--- src/rtl/rf_port_arbiter_pkg.sv ---
// Shared constants and types for the register-file port arbiter.
package rf_arb_pkg;

  localparam int unsigned RF_DEPTH = 4;
  localparam int unsigned RF_WIDTH = 32;

  // Round-robin pointer and select encoding: bit 0 of a grant vector is side A.
  typedef enum logic {
    SIDE_A = 1'b0,
    SIDE_B = 1'b1
  } side_e;

endpackage

--- src/rtl/rf_port_arbiter_if.sv ---
// Requester and register-file signal bundle for rf_port_arbiter.
interface rf_port_arbiter_if
  import rf_arb_pkg::*;
#(
  parameter int unsigned DEPTH = RF_DEPTH,
  parameter int unsigned WIDTH = RF_WIDTH
);

  logic             rd_req_a,  rd_req_b;
  logic [DEPTH-1:0] rd_addr_a, rd_addr_b;
  logic             rd_gnt_a,  rd_gnt_b;
  logic             rd_vld_a,  rd_vld_b;
  logic [WIDTH-1:0] rd_data_a, rd_data_b;

  logic             wr_req_a,  wr_req_b;
  logic [DEPTH-1:0] wr_addr_a, wr_addr_b;
  logic [WIDTH-1:0] wr_data_a, wr_data_b;
  logic             wr_gnt_a,  wr_gnt_b;

  logic [DEPTH-1:0] rf_r_addr;
  logic [WIDTH-1:0] rf_r_data;
  logic             rf_wr_en;
  logic [DEPTH-1:0] rf_w_addr;
  logic [WIDTH-1:0] rf_w_data;

  modport master (
    output rd_req_a, rd_req_b, rd_addr_a, rd_addr_b,
    input  rd_gnt_a, rd_gnt_b, rd_vld_a, rd_vld_b, rd_data_a, rd_data_b,
    output wr_req_a, wr_req_b, wr_addr_a, wr_addr_b, wr_data_a, wr_data_b,
    input  wr_gnt_a, wr_gnt_b,
    input  rf_r_addr, rf_wr_en, rf_w_addr, rf_w_data,
    output rf_r_data
  );

  modport slave (
    input  rd_req_a, rd_req_b, rd_addr_a, rd_addr_b,
    output rd_gnt_a, rd_gnt_b, rd_vld_a, rd_vld_b, rd_data_a, rd_data_b,
    input  wr_req_a, wr_req_b, wr_addr_a, wr_addr_b, wr_data_a, wr_data_b,
    output wr_gnt_a, wr_gnt_b,
    output rf_r_addr, rf_wr_en, rf_w_addr, rf_w_data,
    input  rf_r_data
  );

endinterface

--- src/rtl/rf_port_arbiter_rr_arb2.sv ---
// Two-requester round-robin arbiter; masked requests neither win nor move the pointer.
module rr_arb2
  import rf_arb_pkg::*;
(
  input  logic       clk,
  input  logic       clr_n,
  input  logic [1:0] req,
  input  logic [1:0] mask,
  output logic [1:0] gnt
);

  side_e      ptr_q, ptr_d;
  logic [1:0] cand;

  always_comb begin
    cand  = req & ~mask;
    gnt   = '0;
    ptr_d = ptr_q;
    unique case (cand)
      2'b01: gnt = 2'b01;
      2'b10: gnt = 2'b10;
      2'b11: begin
        gnt   = (ptr_q == SIDE_A) ? 2'b01 : 2'b10;
        ptr_d = (ptr_q == SIDE_A) ? SIDE_B : SIDE_A;
      end
      default: ;
    endcase
  end

  always_ff @(posedge clk or negedge clr_n) begin
    if (!clr_n) ptr_q <= SIDE_A;
    else        ptr_q <= ptr_d;
  end

endmodule

--- src/rtl/rf_port_arbiter.sv ---
// Round-robin sharing of the register-file read and write ports between two requesters each.
// Define RF_BYPASS_EN to forward same-cycle write data to a colliding read instead of stalling it.
module rf_port_arbiter
  import rf_arb_pkg::*;
#(
  parameter int unsigned DEPTH = RF_DEPTH,
  parameter int unsigned WIDTH = RF_WIDTH
) (
  input logic               clk,
  input logic               clr_n,
  rf_port_arbiter_if.slave  bus
);

  logic [1:0]       wr_req, wr_gnt, rd_req, rd_gnt, rd_mask;
  logic             w_en;
  logic [DEPTH-1:0] w_addr, r_addr;
  logic [WIDTH-1:0] w_data, cap_data;

  logic             rd_vld_a_q, rd_vld_b_q;
  logic [WIDTH-1:0] rd_data_a_q, rd_data_b_q;

  // Requests are gated by reset so grants and the write strobe are quiet while clr_n is low.
  assign wr_req = {bus.wr_req_b, bus.wr_req_a} & {2{clr_n}};
  assign rd_req = {bus.rd_req_b, bus.rd_req_a} & {2{clr_n}};

  rr_arb2 u_wr_arb (
    .clk  (clk),
    .clr_n(clr_n),
    .req  (wr_req),
    .mask ('0),
    .gnt  (wr_gnt)
  );

  always_comb begin
    w_en   = |wr_gnt;
    w_addr = '0;
    w_data = '0;
    if (wr_gnt[0]) begin
      w_addr = bus.wr_addr_a;
      w_data = bus.wr_data_a;
    end else if (wr_gnt[1]) begin
      w_addr = bus.wr_addr_b;
      w_data = bus.wr_data_b;
    end
  end

`ifdef RF_BYPASS_EN
  assign rd_mask  = '0;
  assign cap_data = (w_en && (r_addr == w_addr)) ? w_data : bus.rf_r_data;
`else
  // A read colliding with this cycle's write waits one cycle for the committed value.
  assign rd_mask  = {w_en && (bus.rd_addr_b == w_addr),
                     w_en && (bus.rd_addr_a == w_addr)};
  assign cap_data = bus.rf_r_data;
`endif

  rr_arb2 u_rd_arb (
    .clk  (clk),
    .clr_n(clr_n),
    .req  (rd_req),
    .mask (rd_mask),
    .gnt  (rd_gnt)
  );

  always_comb begin
    r_addr = '0;
    if (rd_gnt[0])      r_addr = bus.rd_addr_a;
    else if (rd_gnt[1]) r_addr = bus.rd_addr_b;
  end

  always_ff @(posedge clk or negedge clr_n) begin
    if (!clr_n) begin
      rd_vld_a_q  <= 1'b0;
      rd_vld_b_q  <= 1'b0;
      rd_data_a_q <= '0;
      rd_data_b_q <= '0;
    end else begin
      rd_vld_a_q <= rd_gnt[0];
      rd_vld_b_q <= rd_gnt[1];
      if (rd_gnt[0]) rd_data_a_q <= cap_data;
      if (rd_gnt[1]) rd_data_b_q <= cap_data;
    end
  end

  assign bus.wr_gnt_a  = wr_gnt[0];
  assign bus.wr_gnt_b  = wr_gnt[1];
  assign bus.rf_wr_en  = w_en;
  assign bus.rf_w_addr = w_addr;
  assign bus.rf_w_data = w_data;
  assign bus.rd_gnt_a  = rd_gnt[0];
  assign bus.rd_gnt_b  = rd_gnt[1];
  assign bus.rf_r_addr = r_addr;
  assign bus.rd_vld_a  = rd_vld_a_q;
  assign bus.rd_vld_b  = rd_vld_b_q;
  assign bus.rd_data_a = rd_data_a_q;
  assign bus.rd_data_b = rd_data_b_q;

endmodule

--- src/flat_wrapper.sv ---
// flat-port wrapper written by rule: the top's interface ports become plain ports
module rf_port_arbiter_flat import rf_arb_pkg::*;
#(
  parameter int unsigned DEPTH = RF_DEPTH,
  parameter int unsigned WIDTH = RF_WIDTH
)
  (clk, clr_n, bus_rd_req_a, bus_rd_req_b, bus_rd_addr_a, bus_rd_addr_b, bus_rd_gnt_a, bus_rd_gnt_b, bus_rd_vld_a, bus_rd_vld_b, bus_rd_data_a, bus_rd_data_b, bus_wr_req_a, bus_wr_req_b, bus_wr_addr_a, bus_wr_addr_b, bus_wr_data_a, bus_wr_data_b, bus_wr_gnt_a, bus_wr_gnt_b, bus_rf_r_addr, bus_rf_wr_en, bus_rf_w_addr, bus_rf_w_data, bus_rf_r_data);
  rf_port_arbiter_if #(.DEPTH(DEPTH), .WIDTH(WIDTH)) bus_i ();
  input logic clk;
  input logic clr_n;
  input wire logic [$bits(bus_i.rd_req_a)-1:0] bus_rd_req_a;
  input wire logic [$bits(bus_i.rd_req_b)-1:0] bus_rd_req_b;
  input wire logic [$bits(bus_i.rd_addr_a)-1:0] bus_rd_addr_a;
  input wire logic [$bits(bus_i.rd_addr_b)-1:0] bus_rd_addr_b;
  output wire logic [$bits(bus_i.rd_gnt_a)-1:0] bus_rd_gnt_a;
  output wire logic [$bits(bus_i.rd_gnt_b)-1:0] bus_rd_gnt_b;
  output wire logic [$bits(bus_i.rd_vld_a)-1:0] bus_rd_vld_a;
  output wire logic [$bits(bus_i.rd_vld_b)-1:0] bus_rd_vld_b;
  output wire logic [$bits(bus_i.rd_data_a)-1:0] bus_rd_data_a;
  output wire logic [$bits(bus_i.rd_data_b)-1:0] bus_rd_data_b;
  input wire logic [$bits(bus_i.wr_req_a)-1:0] bus_wr_req_a;
  input wire logic [$bits(bus_i.wr_req_b)-1:0] bus_wr_req_b;
  input wire logic [$bits(bus_i.wr_addr_a)-1:0] bus_wr_addr_a;
  input wire logic [$bits(bus_i.wr_addr_b)-1:0] bus_wr_addr_b;
  input wire logic [$bits(bus_i.wr_data_a)-1:0] bus_wr_data_a;
  input wire logic [$bits(bus_i.wr_data_b)-1:0] bus_wr_data_b;
  output wire logic [$bits(bus_i.wr_gnt_a)-1:0] bus_wr_gnt_a;
  output wire logic [$bits(bus_i.wr_gnt_b)-1:0] bus_wr_gnt_b;
  output wire logic [$bits(bus_i.rf_r_addr)-1:0] bus_rf_r_addr;
  output wire logic [$bits(bus_i.rf_wr_en)-1:0] bus_rf_wr_en;
  output wire logic [$bits(bus_i.rf_w_addr)-1:0] bus_rf_w_addr;
  output wire logic [$bits(bus_i.rf_w_data)-1:0] bus_rf_w_data;
  input wire logic [$bits(bus_i.rf_r_data)-1:0] bus_rf_r_data;
  assign bus_i.rd_req_a = bus_rd_req_a;
  assign bus_i.rd_req_b = bus_rd_req_b;
  assign bus_i.rd_addr_a = bus_rd_addr_a;
  assign bus_i.rd_addr_b = bus_rd_addr_b;
  assign bus_rd_gnt_a = bus_i.rd_gnt_a;
  assign bus_rd_gnt_b = bus_i.rd_gnt_b;
  assign bus_rd_vld_a = bus_i.rd_vld_a;
  assign bus_rd_vld_b = bus_i.rd_vld_b;
  assign bus_rd_data_a = bus_i.rd_data_a;
  assign bus_rd_data_b = bus_i.rd_data_b;
  assign bus_i.wr_req_a = bus_wr_req_a;
  assign bus_i.wr_req_b = bus_wr_req_b;
  assign bus_i.wr_addr_a = bus_wr_addr_a;
  assign bus_i.wr_addr_b = bus_wr_addr_b;
  assign bus_i.wr_data_a = bus_wr_data_a;
  assign bus_i.wr_data_b = bus_wr_data_b;
  assign bus_wr_gnt_a = bus_i.wr_gnt_a;
  assign bus_wr_gnt_b = bus_i.wr_gnt_b;
  assign bus_rf_r_addr = bus_i.rf_r_addr;
  assign bus_rf_wr_en = bus_i.rf_wr_en;
  assign bus_rf_w_addr = bus_i.rf_w_addr;
  assign bus_rf_w_data = bus_i.rf_w_data;
  assign bus_i.rf_r_data = bus_rf_r_data;
  rf_port_arbiter #(.DEPTH(DEPTH), .WIDTH(WIDTH)) u_core (.clk(clk), .clr_n(clr_n), .bus(bus_i));
endmodule
--- config.mk ---
export PLATFORM = sky130hd
export DESIGN_NAME = rf_port_arbiter_flat
export DESIGN_NICKNAME = d
export VERILOG_FILES = /design/src/rtl/rf_port_arbiter_pkg.sv /design/src/rtl/rf_port_arbiter_if.sv /design/src/rtl/rf_port_arbiter_rr_arb2.sv /design/src/rtl/rf_port_arbiter.sv /design/src/flat_wrapper.sv
export SDC_FILE = /design/constraint.sdc
export NUM_CORES = 1
export LEC_CHECK = 0
export BUFFER_PORTS_ARGS = -buffer_cell sky130_fd_sc_hd__buf_2
export CAP_MARGIN = 10
export CORE_AREA = 3 3 100 102
export DETAILED_ROUTE_END_ITERATION = 6
export DIE_AREA = 0 0 103 105
export GPL_ROUTABILITY_DRIVEN = 0
export PLACE_DENSITY = 0.75
export SETUP_SLACK_MARGIN = 0.4
export SLEW_MARGIN = 20
export SYNTH_ARGS = -nofsm -noshare
export SYNTH_HDL_FRONTEND = slang
export SYNTH_SLANG_ARGS = --single-unit
--- constraint.sdc ---
create_clock -name clk -period 3.19 [get_ports clk]
set_clock_uncertainty 0.2 [all_clocks]
set_input_delay 0.7975 -clock clk [delete_from_list [all_inputs] [get_ports clk]]
set_output_delay 0.7975 -clock clk [all_outputs]
set_load 0.02 [all_outputs]
# Word level (Yosys, flattened, before mapping)
# Cells that the tools add are included.
[word_totals]
register_bits = 68
out_inout_bits = 111
[op_classes]
n_bitwise = 4
reduce_logical = 3
eq_ne = 8
n_mux = 12
[ops]
columns = ["cell", "count"]
rows = [
  ["$mux W32", 2],
  ["$mux W4", 4],
  ["$pmux W2 S3", 2],
  ["$eq A2 B2 Y1 const B", 4],
  ["$eq A4 B4 Y1", 2],
  ["$and A2 B2 Y2", 3],
  ["$eq A2 B1 Y1 const B", 2],
  ["$mux W2", 2],
  ["$logic_and A1 B1 Y1", 2],
  ["$mux W1", 2],
  ["$not A2 Y2", 1],
  ["$reduce_or A2 Y1", 1],
]

# Logic depth before layout (Yosys ltp)
# Gate-level depths: netlist of the first run.
[depth]
word_depth = 13
ltp_mapped = 10

# Modules after synthesis
# From an unflattened synthesis of the first run, not the netlist that was laid out.
[hier_totals]
hier_cells = 233
area_unflattened_um2 = 3155.5
[by_module_without_submodules]
columns = ["module", "instances", "seq_area_each_um2", "area_each_um2", "cells_per_inst"]
rows = [
  ["rf_port_arbiter", 1, 1651.6, 3007.9, 219],
  ["rr_arb2", 2, 25.0, 73.8, 7],
]

# Worst setup path before layout of the first run
# No wires, ideal clock.
[synth_timing]
path_kind = "input to output"
start = "input bus_wr_req_a"
end = "output bus_rf_r_addr[0]"
path_slack_ns = -0.540
arrival_time_ns = 2.733
cell_stages = 8
path_buffers = 1
cell_sequence = "and2b_4 o32ai_4 xnor2_1 nand3_2 o311ai_4 o21ai_4 buf_6 o22ai_1"
[synth_via]
elab_chain_len = 13
elab_cells_between_ends = 20
classes_between = "eq/ne: 8; mux: 6; bitwise: 3; reduce/logical: 3"
[synth_rtl]
columns = ["element", "line_no", "text"]
rows = [
  ["start, declared", "flat_wrapper.sv:21", "input wire logic [$bits(bus_i.wr_req_a)-1:0] bus_wr_req_a;"],
  ["$and A2 B2 Y2 *", "rf_port_arbiter.sv:23", "assign wr_req = {bus.wr_req_b, bus.wr_req_a} & {2{clr_n}};"],
  ["$eq A2 B2 Y1 or $eq A2 B1 Y1 (tied branches)", "rf_port_arbiter_rr_arb2.sv:19", "unique case (cand)"],
  ["$pmux W2 S3 *", "rf_port_arbiter_rr_arb2.sv:19", ""],
  ["$mux W4", "rf_port_arbiter.sv:41", "end else if (wr_gnt[1]) begin"],
  ["$mux W4 *", "rf_port_arbiter.sv:38", "if (wr_gnt[0]) begin"],
  ["net bus_rf_w_addr[1]", "flat_wrapper.sv:31", "output wire logic [$bits(bus_i.rf_w_addr)-1:0] bus_rf_w_addr;"],
  ["$eq A4 B4 Y1 (on tied branches)", "rf_port_arbiter.sv:53, rf_port_arbiter.sv:52", ""],
  ["$logic_and A1 B1 Y1 (on tied branches)", "rf_port_arbiter.sv:53, rf_port_arbiter.sv:52", ""],
  ["$not A2 Y2 *", "rf_port_arbiter_rr_arb2.sv:16", "cand = req & ~mask;"],
  ["$and A2 B2 Y2 *", "rf_port_arbiter_rr_arb2.sv:16", ""],
  ["$eq A2 B2 Y1 or $eq A2 B1 Y1 (tied branches)", "rf_port_arbiter_rr_arb2.sv:19", ""],
  ["$pmux W2 S3 *", "rf_port_arbiter_rr_arb2.sv:19", ""],
  ["$mux W4", "rf_port_arbiter.sv:68", "else if (rd_gnt[1]) r_addr = bus.rd_addr_b;"],
  ["$mux W4 *", "rf_port_arbiter.sv:67", "if (rd_gnt[0]) r_addr = bus.rd_addr_a;"],
  ["end, declared", "flat_wrapper.sv:29", "output wire logic [$bits(bus_i.rf_r_addr)-1:0] bus_rf_r_addr;"],
]
# The timed path passes the listed nets; every way through them passes the cells marked *.

# Worst setup path in the final report of the first run
[layout_timing]
start = "input bus_wr_req_b"
end = "output bus_rf_r_addr[1]"
[layout_via]
elab_chain_len = 13
elab_cells_between_ends = 20
classes_between = "eq/ne: 8; mux: 6; bitwise: 3; reduce/logical: 3"
[layout_rtl]
columns = ["element", "line_no", "text"]
rows = [
  ["start, declared", "flat_wrapper.sv:22", "input wire logic [$bits(bus_i.wr_req_b)-1:0] bus_wr_req_b;"],
  ["$and A2 B2 Y2 *", "rf_port_arbiter.sv:23", ""],
  ["$eq A2 B2 Y1 or $eq A2 B1 Y1 (tied branches)", "rf_port_arbiter_rr_arb2.sv:19", ""],
  ["$pmux W2 S3 *", "rf_port_arbiter_rr_arb2.sv:19", ""],
  ["$mux W4", "rf_port_arbiter.sv:41", ""],
  ["$mux W4", "rf_port_arbiter.sv:38", ""],
  ["$eq A4 B4 Y1 (on tied branches)", "rf_port_arbiter.sv:53, rf_port_arbiter.sv:52", ""],
  ["$logic_and A1 B1 Y1 (on tied branches)", "rf_port_arbiter.sv:53, rf_port_arbiter.sv:52", ""],
  ["$not A2 Y2 *", "rf_port_arbiter_rr_arb2.sv:16", ""],
  ["$and A2 B2 Y2 *", "rf_port_arbiter_rr_arb2.sv:16", ""],
  ["$eq A2 B2 Y1 or $eq A2 B1 Y1 (tied branches)", "rf_port_arbiter_rr_arb2.sv:19", ""],
  ["$pmux W2 S3 *", "rf_port_arbiter_rr_arb2.sv:19", ""],
  ["$mux W4", "rf_port_arbiter.sv:68", ""],
  ["$mux W4 *", "rf_port_arbiter.sv:67", ""],
]
# Every way passes the cells marked *; elsewhere a longest branch is shown, timed or not.

==> results.json, run 1 <==
{
  "r2r-end": "u_core.bus.rd_data_a[30]",
  "regToRegStartpoint": "u_core.u_wr_arb.ptr_q",
  "htreeDepth": 3,
  "seq_area_frac_synth": 0.4896,
  "postLayoutCellArea_um2": 5952,
  "drtPass1Iterations": 4,
  "yosys.area_share.simple": 0.02484,
  "vdd_drop_max_uv": 380.2,
  "core_area_um2": 9196,
  "grt_antenna_before_repair": 6,
  "cap_violations": 0,
  "initial_core_util": 0.3780,
  "synth_top_family_by_area": "multiplexers",
  "fill_cells": 680,
  "layout.nets": 622,
  "synthCells": 232,
  "dp_slack_ps": -507.0,
  "synth_compound_area_frac": 0.1422,
  "synth_top_area_share": 0.4896,
  "cp-end-kind": "primary output",
  "clock-sinks": 68,
  "period_needed_ps": 3572,
  "grt_pass1_vias": 3358,
  "grt.total_usage": 0.2194,
  "crit_start": "bus_wr_req_b",
  "synth.largest_area_cell": "dfrtp_1",
  "setup_viol": 6,
  "required_ps": 2190,
  "syn_nets": 350,
  "routed_wl_um": 12510,
  "synth_fa_ha_area_frac": 0,
  "worstSkewPairLatency_ps": 330,
  "tightest_slew_ps": 763.0,
  "most-common-layout-cells": "buf_2 (184), dfrtp_1 (68), buf_6 (51)",
  "rsz0062_at_grt": "yes",
  "status": "complete, but fails checks",
  "drc_errors": 0,
  "drt-vias-per-instance": 4.984,
  "numCtsBuffers": 9,
  "cts_tree": "built",
  "whs_ps": 192.8,
  "hp-class": "input port to asynchronous set/reset pin",
  "die_w_um": 103,
  "grt_max_degree": 63,
  "syn2layout_area_growth_pct": 71.24,
  "place_area_um2": 4920,
  "drt_iter0_drc": 85,
  "gr-total-overflow": 0,
  "cts_root_buf": "clkbuf_8",
  "rrSetupSlack_ps": 280,
  "relSlewSlack": 0.4914,
  "startpoint_type": "input port",
  "min_period_over_period": 1.120,
  "ff2ff_path_depth": 11,
  "synth_mux_area_frac": 0.2613,
  "leakage_nw": 3.093,
  "layout_setup_ws_ps": -381.7,
  "path_max_fanout": 4,
  "violations": "negative setup slack",
  "dieHeight_um": 105,
  "cts.clk_slew.worst_paths_ps": 80,
  "yosys-top-cells-area": "dfrtp_1 (49%), mux2_4 (22%), a22o_1 (8.1%)",
  "port_buffers": 228,
  "ys_seq_elements": 68,
  "timing_hold_violations_final": 0,
  "synth_warnings": 0,
  "pin_count": 229,
  "fmax_mhz": 280.0,
  "dieArea_um2": 10820,
  "synth-xor-area-share": 0.02736,
  "antenna_left": 0,
  "wl_per_cell_um": 19.99,
  "num_vias": 3120,
  "syn_area_per_cell_um2": 14.98,
  "p_per_area_nw_per_um2": 589.1,
  "clockBufferDepth": 2,
  "critPathKind": "input port to primary output",
  "p_total_mw": 3.507,
  "drive_gt1_frac": 0.7525,
  "synth_cell_types": 29,
  "dp_hpwl_um": 8392,
  "rows": 35,
  "drv_slew": 0,
  "netlist_area_um2": 3476,
  "final_common_cell": "buf_2",
  "arrival_ps": 2570,
  "grt_pass1_wl_um": 17980
}
[flip-flops by register name, indices dropped and copies added (netlist names)]
name	count
u_core.u_wr_arb.ptr_q	1
u_core.bus.rd_vld_a	1
u_core.bus.rd_vld_b	1
u_core.bus.rd_data_b	32
u_core.bus.rd_data_a	32
u_core.u_rd_arb.ptr_q	1
[cells in the mapped netlist]
cell	count
buf_12	3
inv_1	12
nand3_2	1
mux2_2	14
a21o_1	1
clkbuf_1	6
a311oi_1	1
and2b_4	1
o311ai_4	1
a21bo_4	1
dfrtp_1	68
nor3_1	1
o22a_2	1
clkbuf_8	1
o21ai_4	1
xnor2_1	8
xor2_1	1
xnor2_2	1
nor2_1	4
inv_2	1
mux2_4	50
and3_4	1
nand2_1	8
o32ai_4	3
buf_6	4
a31oi_4	1
nand3_1	1
a22o_1	32
o22ai_1	4
[metal layers]
metal / wire length [um] / part of all wire / global-route usage / vias to the layer above
met5: 0 / 0 / 0 / -
met4: 407 / 0.033 / 0.1443 / 0
met3: 927 / 0.074 / 0.07677 / 27
met2: 6703 / 0.54 / 0.3579 / 174
met1: 4474 / 0.36 / 0.2343 / 1519
li1: - / - / - / 1400
[where the power goes]
part | switching (mW) | total, mW | internal, mW
Clock | 0.353 | 0.718 | 0.365
Combinational | 0.776 | 1.58 | 0.808
Sequential | 0.132 | 1.20 | 1.07
Total | 1.26 | 3.51 | 2.25
[logic make-up (layout without fill, tap and decap cells)]
family / after synthesis / in the layout
AO/OA/AOI/OAI: 46 / 46
XOR/XNOR: 10 / 10
buffers and inverters: 27 / 304
flip-flops: 68 / 68
multiplexers: 64 / 64
other: 0 / 6
AND/OR/NAND/NOR: 17 / 17
[per-stage QoR]
stage | util | TNS, ps | instances
2_1_floorplan | - | -1823 | 232
3_3_place_gp | 0.5350 | -8140 | 580
3_5_place_dp | 0.5350 | -10770 | 580
4_1_cts | 0.6235 | -1922 | 610
5_1_grt | 0.6472 | -2617 | 626
6_report | 0.6472 | -2083 | 626
[critical path: stages]
cell	delay, ps
buf_8	100
a21bo_4	230
buf_6	120
o32ai_4	120
xnor2_1	180
nand3_2	120
o311ai_4	330
o21ai_4	110
buf_4	160
o22ai_4	150
buf_6	140
[area by class of cell]
| cell class | count | area [um2] | share of cell area |
|---|---|---|---|
| Timing Repair Buffer | 275 | 2128 | 0.3576 |
| Multi-Input combinational cell | 137 | 1713 | 0.2878 |
| Sequential cell | 68 | 1702 | 0.2859 |
| Tap cell | 111 | 138.9 | 0.02333 |
| Clock buffer | 9 | 123.9 | 0.02081 |
| Clock inverter | 7 | 75.07 | 0.01261 |
| Inverter | 13 | 56.30 | 0.009460 |
| Antenna cell | 6 | 15.01 | 0.002523 |
[worst max-delay path by stage]
stage                     cells past startpoint          endpoint  slack [ps]
final                                        11  bus_rf_r_addr[1]        -380
after global routing                         11  bus_rf_r_addr[3]        -470
after CTS                                    11  bus_rf_r_addr[1]        -340
after detailed placement                      9      bus_rd_gnt_a        -510
after global placement                        9      bus_rd_gnt_a        -440
after floorplan                              10      bus_rd_gnt_a        -360
[repair_timing]
item	in CTS	in global routing
resized for setup	110	15
hold buffers	0	0
endpoints found under the setup margin	93	101
gates cloned	6	5
buffers inserted	8	5
pin swaps	32	3
Power figures use the tool's default switching activity.
==> inputs of run 2 (changes only) <==
--- a/config.mk
+++ b/config.mk
@@ -7,13 +7,14 @@
 export LEC_CHECK = 0
 export BUFFER_PORTS_ARGS = -buffer_cell sky130_fd_sc_hd__buf_2
 export CAP_MARGIN = 10
-export CORE_AREA = 3 3 100 102
+export CORE_AREA = 3 3 97 99
 export DETAILED_ROUTE_END_ITERATION = 6
-export DIE_AREA = 0 0 103 105
+export DIE_AREA = 0 0 100 102
 export GPL_ROUTABILITY_DRIVEN = 0
 export PLACE_DENSITY = 0.75
 export SETUP_SLACK_MARGIN = 0.4
 export SLEW_MARGIN = 20
 export SYNTH_ARGS = -nofsm -noshare
 export SYNTH_HDL_FRONTEND = slang
+export SYNTH_HIERARCHICAL = 1
 export SYNTH_SLANG_ARGS = --single-unit
==> results.json, run 2 <==
{
  "p_sw_frac": 0.3406,
  "grt.total_usage": 0.2233,
  "violations": "negative setup slack",
  "setup_viol": 104,
  "arrival_ps": 3250,
  "num_vias": 3081,
  "dp_hpwl_um": 7979,
  "pin_count": 229,
  "hp-class": "input port to asynchronous set/reset pin",
  "clock-sinks": 68,
  "fin_tns_setup_ps": -28080,
  "wl_per_cell_um": 19.51,
  "numCtsBuffers": 9,
  "final_cells": 618,
  "seqPwrFrac": 0.376,
  "ff2ff_path_depth": 11,
  "synth_most_common_cell": "dfrtp_1",
  "p_per_area_nw_per_um2": 532.0,
  "ys_seq_elements": 68,
  "required_ps": 2190,
  "grt_pass1_wl_um": 17610,
  "crit_chain": "buf_8 > and2_4 > and2b_2 > a21oi_4 > and3b_1 > a21oi_2 > buf_4 > xor2_1 > and4_1 > and2b_2 > a21oi_4 > buf_6 > a22o_4 > buf_6",
  "routed_wl_um": 12060,
  "regToRegStartpoint": "u_core/u_wr_arb/ptr_q",
  "synthArstFlopShare": 1.000,
  "grt_max_degree": 64,
  "clkPwrFrac": 0.246,
  "drv_slew": 0,
  "tightest_slew_ps": 796.1,
  "synth_cell_types": 27,
  "slowest_stage": "and2b_2",
  "dieArea_um2": 10200,
  "rrSetupSlack_ps": 60,
  "drt_iter0_drc": 61,
  "net-switching-power_mw": 1.072,
  "final_common_cell": "buf_2",
  "cts_root_buf": "clkbuf_8",
  "r2r-end": "u_core/bus.rd_data_a[1]",
  "synth_edf_count": 0,
  "vdd_drop_max_uv": 454.9,
  "power.internal_mw": 2.076,
  "synth_warnings": 6,
  "antenna_left": 0,
  "drtPass1Iterations": 4,
  "layout.nets": 623,
  "grt_antenna_before_repair": 1,
  "drc_errors": 0,
  "core_area_um2": 8636,
  "worstSkewPairLatency_ps": 340,
  "cap_violations": 0,
  "netlist_area_um2": 3156,
  "syn_area_per_cell_um2": 13.54,
  "yosys-top-cells-area": "dfrtp_1 (54%), mux2_2 (23%), a22o_1 (10%)",
  "leakage_nw": 3.036,
  "critPathKind": "input port to primary output",
  "slowest_delay_ps": 260,
  "drive_gt1_frac": 0.8094,
  "crit_start": "clr_n",
  "min_period_over_period": 1.331,
  "grt_pass1_vias": 3367,
  "layout_setup_ws_ps": -1055,
  "status": "complete, but fails checks",
  "synthTopCellsByCount": "dfrtp_1 (68), mux2_2 (65), a22o_1 (36)",
  "htreeDepth": 3,
  "cts.clk_slew.worst_paths_ps": 80,
  "timing_hold_violations_final": 0,
  "synth.largest_area_cell": "dfrtp_1",
  "rsz0062_at_grt": "yes",
  "fill_cells": 612,
  "synthCells": 233,
  "clockBufferDepth": 2,
  "synth-main-ff-cell": "dfrtp_1",
  "port_buffers": 228,
  "initial_core_util": 0.3654,
  "gr-total-overflow": 0,
  "comb_power_share": 0.377,
  "path_max_fanout": 6,
  "cts_tree": "built",
  "period_needed_ps": 4245,
  "fmax_mhz": 235.6,
  "dp.cells": 586,
  "syn2layout_area_growth_pct": 87.55,
  "seq_area_frac_synth": 0.5393,
  "most-common-layout-cells": "buf_2 (187), dfrtp_1 (68), buf_6 (54)",
  "cp-end-kind": "primary output",
  "synth_top_area_share": 0.5393,
  "relSlewSlack": 0.4692,
  "die_w_um": 100,
  "dieHeight_um": 102,
  "startpoint_type": "input port",
  "rows": 34,
  "drt-vias-per-instance": 4.985
}
[run 2: cell count changes after synthesis, moves of 3 or more]
cell	before	now
a22o_1	32	36
and2_1	0	4
buf_12	3	0
buf_2	0	5
clkbuf_1	6	9
inv_1	12	3
mux2_2	14	65
mux2_4	50	0
nor2_1	4	0
o22ai_1	4	0
o32ai_4	3	0
xnor2_1	8	5
xor2_1	1	5
[run 2: per-stage QoR]
| stage | hold WS (ps) | util | total power [mW] | instance area (um2) | worst slack [ps] |
|---|---|---|---|---|---|
| after floorplan | 301.9 | - | 1.814 | 3611 | -1082 |
| after global placement | 284.4 | 0.5768 | 2.214 | 4981 | -918.1 |
| after detailed placement | 289.9 | 0.5768 | 2.242 | 4981 | -1057 |
| after CTS | 130.5 | 0.6689 | 3.143 | 5777 | -983.3 |
| after global routing | 124.0 | 0.6853 | 3.314 | 5918 | -1135 |
| final | 141.8 | 0.6853 | 3.149 | 5918 | -1055 |
[run 2: worst max path at each step]
stage                       endpoint  slack [ps]  cells after the start
floorplan           bus_rf_r_addr[1]       -1080                     14
global placement    bus_rf_r_addr[3]        -920                     14
detailed placement  bus_rf_r_addr[0]       -1060                     14
CTS                 bus_rf_r_addr[0]        -980                     13
global route        bus_rf_r_addr[0]       -1130                     14
finish              bus_rf_r_addr[0]       -1060                     14
[run 2: logic make-up (layout without fill, tap and decap cells)]
group / after synthesis / after routing / share of synthesized area
flops: 68 / 68 / 0.5393
mux: 65 / 65 / 0.2320
compound gates: 46 / 46 / 0.1193
simple gates: 24 / 24 / 0.05115
buf+inv: 19 / 292 / 0.02934
xor+xnor: 10 / 10 / 0.02775
other cells: 1 / 5 / 0.001188
[run 2: metal layers]
layer	vias to the layer above	global-route usage	routed length [um]
li1	1398	-	-
met1	1509	0.2426	4304
met2	153	0.3956	6272
met3	21	0.09556	1229
met4	0	0.07150	250
met5	-	0	0
[run 2: timing repair]
action,in CTS,in global routing
hold buffers,0,0
setup endpoints to repair,110,111
pin swaps,9,10
endpoints found under the hold margin,0,0
gates cloned,4,0
setup buffers,5,7
resized for setup,127,22
[run 2: cell type report]
cell class                 instances  area, um2  share of cell area
multi-input combinational        149       1871              0.3161
sequential                        68       1702              0.2875
tap                              108      135.1             0.02283
antenna                            1      2.502           0.0004228
clock inverter                     6      88.84             0.01501
clock buffer                       9      123.9             0.02093
inverter                           3      11.26            0.001903
timing repair buffer             274       1984              0.3353
[run 2: power groups by stage]
stage / clock, mW / combinational, mW / sequential (mW)
after CTS: 0.802 / 1.16 / 1.18
after floorplan: 0 / 0.375 / 1.44
final: 0.776 / 1.19 / 1.18
after global routing: 0.843 / 1.26 / 1.21
after global placement: 0 / 1.03 / 1.18
after detailed placement: 0 / 1.05 / 1.19
[run 2: critical path, delay by kind of cell]
family          cells  cell delay [ps]
simple gates        5             1060
compound gates      4              690
buf+inv             4              540
xor+xnor            1              140
